$ cat config.mk
export PLATFORM = sky130hd
export DESIGN_NAME = reg_port_ctrl_flat
export DESIGN_NICKNAME = d
export VERILOG_FILES = /design/src/rtl/reg_port_ctrl_if.sv /design/src/rtl/reg_port_ctrl.sv /design/src/flat_wrapper.sv
export SDC_FILE = /design/constraint.sdc
export NUM_CORES = 1
export LEC_CHECK = 0
export CELL_PAD_IN_SITES_DETAIL_PLACEMENT = 1
export CELL_PAD_IN_SITES_GLOBAL_PLACEMENT = 1
export CORE_ASPECT_RATIO = 0.5
export CORE_MARGIN = 5
export CORE_UTILIZATION = 32
export CTS_CLUSTER_SIZE = 8
export DETAILED_ROUTE_END_ITERATION = 8
export PLACE_DENSITY = 0.93
export SYNTH_ARGS = -nofsm -noshare
export SYNTH_HDL_FRONTEND = slang
export SYNTH_SLANG_ARGS = --single-unit
$ cat constraint.sdc
create_clock -name clk -period 2.15 [get_ports clk]
set_clock_uncertainty 0.2 [all_clocks]
set_input_delay 0.43 -clock clk [delete_from_list [all_inputs] [get_ports clk]]
set_output_delay 0.43 -clock clk [all_outputs]
set_load 0.03 [all_outputs]
$ cat src/rtl/reg_port_ctrl_if.sv
// Bundle of decode, execute and register-file port signals seen by reg_port_ctrl.
// master is the controller side; slave is the surrounding datapath.
interface reg_port_ctrl_if #(
  parameter int ADDR_W = 5,
  parameter int DATA_W = 32
);
  logic              req_valid;
  logic              req_ready;
  logic [ADDR_W-1:0] req_rs;
  logic [ADDR_W-1:0] req_rt;
  logic [ADDR_W-1:0] req_rd;
  logic              req_wb;
  logic              op_valid;
  logic              op_ready;
  logic [DATA_W-1:0] op_a;
  logic [DATA_W-1:0] op_b;
  logic              res_valid;
  logic [DATA_W-1:0] res_data;
  logic              done;
  logic [ADDR_W-1:0] dir_a;
  logic [ADDR_W-1:0] dir_b;
  logic [ADDR_W-1:0] dir_wra;
  logic [DATA_W-1:0] di;
  logic              reg_rd;
  logic              reg_wr;
  logic [DATA_W-1:0] doa;
  logic [DATA_W-1:0] dob;

  modport master (
    input  req_valid, req_rs, req_rt, req_rd, req_wb, op_ready, res_valid, res_data, doa, dob,
    output req_ready, op_valid, op_a, op_b, done, dir_a, dir_b, dir_wra, di, reg_rd, reg_wr
  );

  modport slave (
    output req_valid, req_rs, req_rt, req_rd, req_wb, op_ready, res_valid, res_data, doa, dob,
    input  req_ready, op_valid, op_a, op_b, done, dir_a, dir_b, dir_wra, di, reg_rd, reg_wr
  );
endinterface

$ cat src/rtl/reg_port_ctrl.sv
// Register-file port sequencer: read both operands, hand them to execute,
// optionally wait for the result and write it back. All outputs are registered.
module reg_port_ctrl #(
  parameter int ADDR_W      = 5,
  parameter int DATA_W      = 32,
  parameter bit ZERO_REG_WP = 1'b1
) (
  input  logic            clk,
  input  logic            rst_n,
  reg_port_ctrl_if.master bus
);

  typedef enum logic [2:0] {IDLE, READ, OPER, WAIT_RES, WRITE} state_t;

  state_t            state, state_nx;
  logic [ADDR_W-1:0] rd_q, rd_nx;
  logic              wb_q, wb_nx;

  logic              req_ready_nx, op_valid_nx, done_nx, reg_rd_nx, reg_wr_nx;
  logic [ADDR_W-1:0] dir_a_nx, dir_b_nx, dir_wra_nx;
  logic [DATA_W-1:0] op_a_nx, op_b_nx, di_nx;

  always_ff @(posedge clk or negedge rst_n) begin
    if (!rst_n) begin
      state         <= IDLE;
      rd_q          <= '0;
      wb_q          <= 1'b0;
      bus.req_ready <= 1'b1;
      bus.op_valid  <= 1'b0;
      bus.done      <= 1'b0;
      bus.reg_rd    <= 1'b0;
      bus.reg_wr    <= 1'b0;
      bus.dir_a     <= '0;
      bus.dir_b     <= '0;
      bus.dir_wra   <= '0;
      bus.op_a      <= '0;
      bus.op_b      <= '0;
      bus.di        <= '0;
    end else begin
      state         <= state_nx;
      rd_q          <= rd_nx;
      wb_q          <= wb_nx;
      bus.req_ready <= req_ready_nx;
      bus.op_valid  <= op_valid_nx;
      bus.done      <= done_nx;
      bus.reg_rd    <= reg_rd_nx;
      bus.reg_wr    <= reg_wr_nx;
      bus.dir_a     <= dir_a_nx;
      bus.dir_b     <= dir_b_nx;
      bus.dir_wra   <= dir_wra_nx;
      bus.op_a      <= op_a_nx;
      bus.op_b      <= op_b_nx;
      bus.di        <= di_nx;
    end
  end

  // Outputs are computed for the next state so they appear registered in it.
  always_comb begin
    state_nx    = state;
    rd_nx       = rd_q;
    wb_nx       = wb_q;
    dir_a_nx    = bus.dir_a;
    dir_b_nx    = bus.dir_b;
    dir_wra_nx  = bus.dir_wra;
    op_a_nx     = bus.op_a;
    op_b_nx     = bus.op_b;
    di_nx       = bus.di;
    op_valid_nx = 1'b0;
    done_nx     = 1'b0;
    reg_rd_nx   = 1'b0;
    reg_wr_nx   = 1'b0;

    unique case (state)
      IDLE: begin
        if (bus.req_valid) begin
          state_nx  = READ;
          rd_nx     = bus.req_rd;
          wb_nx     = bus.req_wb;
          dir_a_nx  = bus.req_rs;
          dir_b_nx  = bus.req_rt;
          reg_rd_nx = 1'b1;
        end
      end
      READ: begin
        // The register file has driven doa/dob since the negedge of this cycle.
        op_a_nx     = bus.doa;
        op_b_nx     = bus.dob;
        op_valid_nx = 1'b1;
        state_nx    = OPER;
      end
      OPER: begin
        if (bus.op_ready) begin
          if (wb_q) begin
            state_nx = WAIT_RES;
          end else begin
            state_nx = IDLE;
            done_nx  = 1'b1;
          end
        end else begin
          op_valid_nx = 1'b1;
        end
      end
      WAIT_RES: begin
        if (bus.res_valid) begin
          di_nx      = bus.res_data;
          dir_wra_nx = rd_q;
          reg_wr_nx  = !(ZERO_REG_WP && (rd_q == '0));
          state_nx   = WRITE;
        end
      end
      WRITE: begin
        state_nx = IDLE;
        done_nx  = 1'b1;
      end
      default: state_nx = IDLE;
    endcase

    req_ready_nx = (state_nx == IDLE);
  end

endmodule

$ cat src/flat_wrapper.sv
// flat-port wrapper written by rule: the top's interface ports become plain ports
module reg_port_ctrl_flat 
#(
  parameter int ADDR_W      = 5,
  parameter int DATA_W      = 32,
  parameter bit ZERO_REG_WP = 1'b1
)
  (clk, rst_n, bus_req_valid, bus_req_rs, bus_req_rt, bus_req_rd, bus_req_wb, bus_op_ready, bus_res_valid, bus_res_data, bus_doa, bus_dob, bus_req_ready, bus_op_valid, bus_op_a, bus_op_b, bus_done, bus_dir_a, bus_dir_b, bus_dir_wra, bus_di, bus_reg_rd, bus_reg_wr);
  reg_port_ctrl_if #(.ADDR_W(ADDR_W), .DATA_W(DATA_W)) bus_i ();
  input  logic clk;
  input  logic rst_n;
  input wire logic [$bits(bus_i.req_valid)-1:0] bus_req_valid;
  input wire logic [$bits(bus_i.req_rs)-1:0] bus_req_rs;
  input wire logic [$bits(bus_i.req_rt)-1:0] bus_req_rt;
  input wire logic [$bits(bus_i.req_rd)-1:0] bus_req_rd;
  input wire logic [$bits(bus_i.req_wb)-1:0] bus_req_wb;
  input wire logic [$bits(bus_i.op_ready)-1:0] bus_op_ready;
  input wire logic [$bits(bus_i.res_valid)-1:0] bus_res_valid;
  input wire logic [$bits(bus_i.res_data)-1:0] bus_res_data;
  input wire logic [$bits(bus_i.doa)-1:0] bus_doa;
  input wire logic [$bits(bus_i.dob)-1:0] bus_dob;
  output wire logic [$bits(bus_i.req_ready)-1:0] bus_req_ready;
  output wire logic [$bits(bus_i.op_valid)-1:0] bus_op_valid;
  output wire logic [$bits(bus_i.op_a)-1:0] bus_op_a;
  output wire logic [$bits(bus_i.op_b)-1:0] bus_op_b;
  output wire logic [$bits(bus_i.done)-1:0] bus_done;
  output wire logic [$bits(bus_i.dir_a)-1:0] bus_dir_a;
  output wire logic [$bits(bus_i.dir_b)-1:0] bus_dir_b;
  output wire logic [$bits(bus_i.dir_wra)-1:0] bus_dir_wra;
  output wire logic [$bits(bus_i.di)-1:0] bus_di;
  output wire logic [$bits(bus_i.reg_rd)-1:0] bus_reg_rd;
  output wire logic [$bits(bus_i.reg_wr)-1:0] bus_reg_wr;
  assign bus_i.req_valid = bus_req_valid;
  assign bus_i.req_rs = bus_req_rs;
  assign bus_i.req_rt = bus_req_rt;
  assign bus_i.req_rd = bus_req_rd;
  assign bus_i.req_wb = bus_req_wb;
  assign bus_i.op_ready = bus_op_ready;
  assign bus_i.res_valid = bus_res_valid;
  assign bus_i.res_data = bus_res_data;
  assign bus_i.doa = bus_doa;
  assign bus_i.dob = bus_dob;
  assign bus_req_ready = bus_i.req_ready;
  assign bus_op_valid = bus_i.op_valid;
  assign bus_op_a = bus_i.op_a;
  assign bus_op_b = bus_i.op_b;
  assign bus_done = bus_i.done;
  assign bus_dir_a = bus_i.dir_a;
  assign bus_dir_b = bus_i.dir_b;
  assign bus_dir_wra = bus_i.dir_wra;
  assign bus_di = bus_i.di;
  assign bus_reg_rd = bus_i.reg_rd;
  assign bus_reg_wr = bus_i.reg_wr;
  reg_port_ctrl #(.ADDR_W(ADDR_W), .DATA_W(DATA_W), .ZERO_REG_WP(ZERO_REG_WP)) u_core (.clk(clk), .rst_n(rst_n), .bus(bus_i));
endmodule
==> results <==
worst reg2reg max path, cell delays in order (launching register included):
cell and delay (ns):
dfrtp_1 0.49, nor3b_2 0.38, buf_12 0.35, mux2_2 0.43
path summary, 6_finish.rpt:
path | to | slack (ns) | cells past startpoint
worst max-delay path | bus_di[30] | 0.04 | 1
worst min-delay path | u_core.bus.op_a[16]$_DFFE_PN0P_ | 0.26 | 2
worst max register to register | u_core.bus.op_a[20]$_DFFE_PN0P_ | 0.17 | 3
worst min register to register | u_core.bus.op_b[18]$_DFFE_PN0P_ | 0.30 | 1
max in group asynchronous | u_core.bus.dir_wra[3]$_DFFE_PN0P_ | 0.84 | 3
min in group clk | u_core.bus.op_b[18]$_DFFE_PN0P_ | 0.30 | 1
logic make-up after synthesis:
logic type      count (synthesis)
buf+inv                        19
simple gates                   14
compound gates                  9
flops                         125
mux                           117
area by class of cell:
class | instances | area (µm²) | share of cell area
diodes | 1 | 2.50 | 0.000311
clock buffers | 21 | 460 | 0.0572
clock inverters | 11 | 141 | 0.0176
inverters | 4 | 15.0 | 0.00187
multi-input cells | 140 | 1500 | 0.187
flip-flops and latches | 125 | 3130 | 0.389
well taps | 198 | 248 | 0.0308
repair buffers | 246 | 2550 | 0.316
placed cells by master, fill, tap and decap left out, drive strengths merged, types with 2 or more instances in the layout:
master / instances
nor2: 3
o21ai: 2
inv: 4
bufinv: 3
clkinvlp: 3
mux2: 117
dlymetal6s2s: 21
clkdlybuf4s50: 203
nand2: 3
a21oi: 4
nor3b: 2
buf: 14
clkinv: 5
clkbuf: 21
dfrtp: 124
dlygate4sd2: 7
power groups by stage:
stage	Clock, mW	Sequential [mW]	Combinational, mW
CTS	3.04	4.35	7.48
global route	3.17	4.46	7.65
detailed placement	0	4.30	7.38
global placement	0	4.17	7.17
finish	2.99	4.34	7.38
floorplan	0	6.36	1.98
sequential cells by signal (all words and copies together), names as in the netlist:
register	count
u_core.bus.di	32
u_core.bus.reg_wr	1
u_core.bus.dir_a	5
u_core.bus.op_valid	1
u_core.wb_q	1
u_core.bus.req_ready	1
u_core.bus.op_b	32
u_core.rd_q	5
u_core.bus.dir_b	5
u_core.bus.reg_rd	1
u_core.bus.done	1
u_core.bus.op_a	32
u_core.state	3
u_core.bus.dir_wra	5
routing by layer:
metal  global-route usage  share of wire
met3               0.0502          0.029
met5                    0              0
met4                0.109          0.035
met2                0.407           0.58
met1                0.212           0.36
cells in the mapped netlist, types with 2 or more instances:
cell / count / area share
mux2_2: 109 / 0.26
mux2_4: 8 / 0.025
nor3b_1: 2 / 0.0032
buf_4: 2 / 0.0032
buf_2: 10 / 0.011
o21ai_0: 2 / 0.0021
buf_6: 3 / 0.0071
a21oi_1: 4 / 0.0042
inv_1: 3 / 0.0024
dfrtp_1: 124 / 0.65
nand2_1: 3 / 0.0024
nor2_1: 3 / 0.0024
repair_timing:
item,4_1_cts,5_1_grt
hold buffers,1,0
endpoints found under the hold margin,15,0
setup buffers,0,0
setup endpoints to repair,7,21
resized for setup,7,21
==> flow_metrics.env <==
export IMPL_outcome="completed"
export IMPL_fp_dieW_um=182
export IMPL_core_region_area_um2=14500
export IMPL_synth_fp_nets=401
export IMPL_synth_top_family_by_area="multiplexers"
export IMPL_ios=233
export IMPL_routabilityCongestion=0.764
export IMPL_grt_max_degree=61
export IMPL_muxShareOfSynthArea=0.284
export IMPL_stdcell_area_um2=8050
export IMPL_async_flop_share=1.00
export IMPL_initial_core_util=0.327
export IMPL_syn_inst=284
export IMPL_crit_path_end_kind="output port"
export IMPL_dp_hpwl_mm=12.3
export IMPL_grt_pass1_vias=4181
export IMPL_port_buffers=232
export IMPL_tightest_slew_ns=0.418
export IMPL_clockRootBuffer="clkbuf_16"
export IMPL_wire_per_inst_um=24.4
export IMPL_final_util=0.555
export IMPL_htree_levels=4
export IMPL_wl_mm=18.2
export IMPL_worstSetupStartpointType="flip-flop"
export IMPL_drive_gt1_frac=0.303
export IMPL_fin_nets=651
export IMPL_finalPower_mw=14.7
export IMPL_p_seq_frac=0.295
export IMPL_drv_slew=0
export IMPL_switching_power_mw=5.85
export IMPL_hp_class="input pin to async pin"
export IMPL_p_int_mw=8.85
export IMPL_maxCapViolCount=0
export IMPL_cts_tree="done"
export IMPL_setup_ws_ns=0.0354
export IMPL_synth_edf_count=0
export IMPL_peakVddDrop_v=0.000669
export IMPL_setup_viol=0
export IMPL_slew_headroom=0.721
export IMPL_cellPowerDensity_nw_per_um2=1830
export IMPL_path_class="flip-flop to output port"
export IMPL_ys_ff_latch=125
export IMPL_clockBufferDepth=2
export IMPL_die_area_um2=17500
export IMPL_critPathMaxFanout=2
export IMPL_die_h_um=96.1
export IMPL_areaGrowthSynthToFinish_pct=69.7
export IMPL_synth_adder_area_share=0
export IMPL_post_synth_cell_area_avg_um2=16.7
export IMPL_share_comb_of_total_power=0.502
export IMPL_track_usage=0.209
export IMPL_tns_ns=0
export IMPL_path_cells="clkdlybuf4s50_1"
export IMPL_pwr_share_clk=0.203
export IMPL_drt_vias_per_instance=4.66
export IMPL_synth_compound_area_frac=0.0116
export IMPL_hold_viol=0
export IMPL_cts_buffers=17
export IMPL_synth_distinct_cells=23
export IMPL_num_vias=3477
export IMPL_clk_insertion_delay_late_ns=0.41
export IMPL_synthXorXnorAreaFrac=0
export IMPL_netlist_area_um2=4740
export IMPL_overflow=0
export IMPL_place_ws_ns=-0.0335
export IMPL_cellLeakagePower_nw=3.58
export IMPL_drt_iter0_drc=153
export IMPL_drc=0
export IMPL_whs_ns=0.261
export IMPL_rows=31
export IMPL_cp_data_required_time_ns=1.52
export IMPL_critPathMaxStageDelay_ns=0.70
export IMPL_fin_cells=746
export IMPL_cp_slowest_cell="clkdlybuf4s50_1"
export IMPL_crit_start="u_core.bus.di[30]$_DFFE_PN0P_"
export IMPL_antenna_found_initial=1
export IMPL_cts_sinks=125
export IMPL_clk_pin_slew_worst_paths_ns=0.06
export IMPL_fin_crit_sh=0.984
export IMPL_arrival_ns=1.48
export IMPL_synth_main_ff_cell="dfrtp_1"
export IMPL_ys_warn_count=0
export IMPL_dp_cells=712
export IMPL_clock_fmax_mhz=473
export IMPL_seq_area_frac_synth=0.660
export IMPL_critical_path_top_delay_family="buffers and inverters"
export IMPL_fillers=1410
export IMPL_r2r_start="u_core.state[2]$_DFF_PN0_"
export IMPL_p_sw_frac=0.398
export IMPL_ant_nets=0
export IMPL_yosys_area_share_simple=0.0203
export IMPL_post_route_min_period_ns=2.11
export IMPL_place_area_um2=7390
export IMPL_grt_pass1_wl_mm=26.8
export IMPL_dr_pass1_iters=4
export IMPL_path_buf_inv=1
Note: power is estimated with default switching activity, not from simulation.
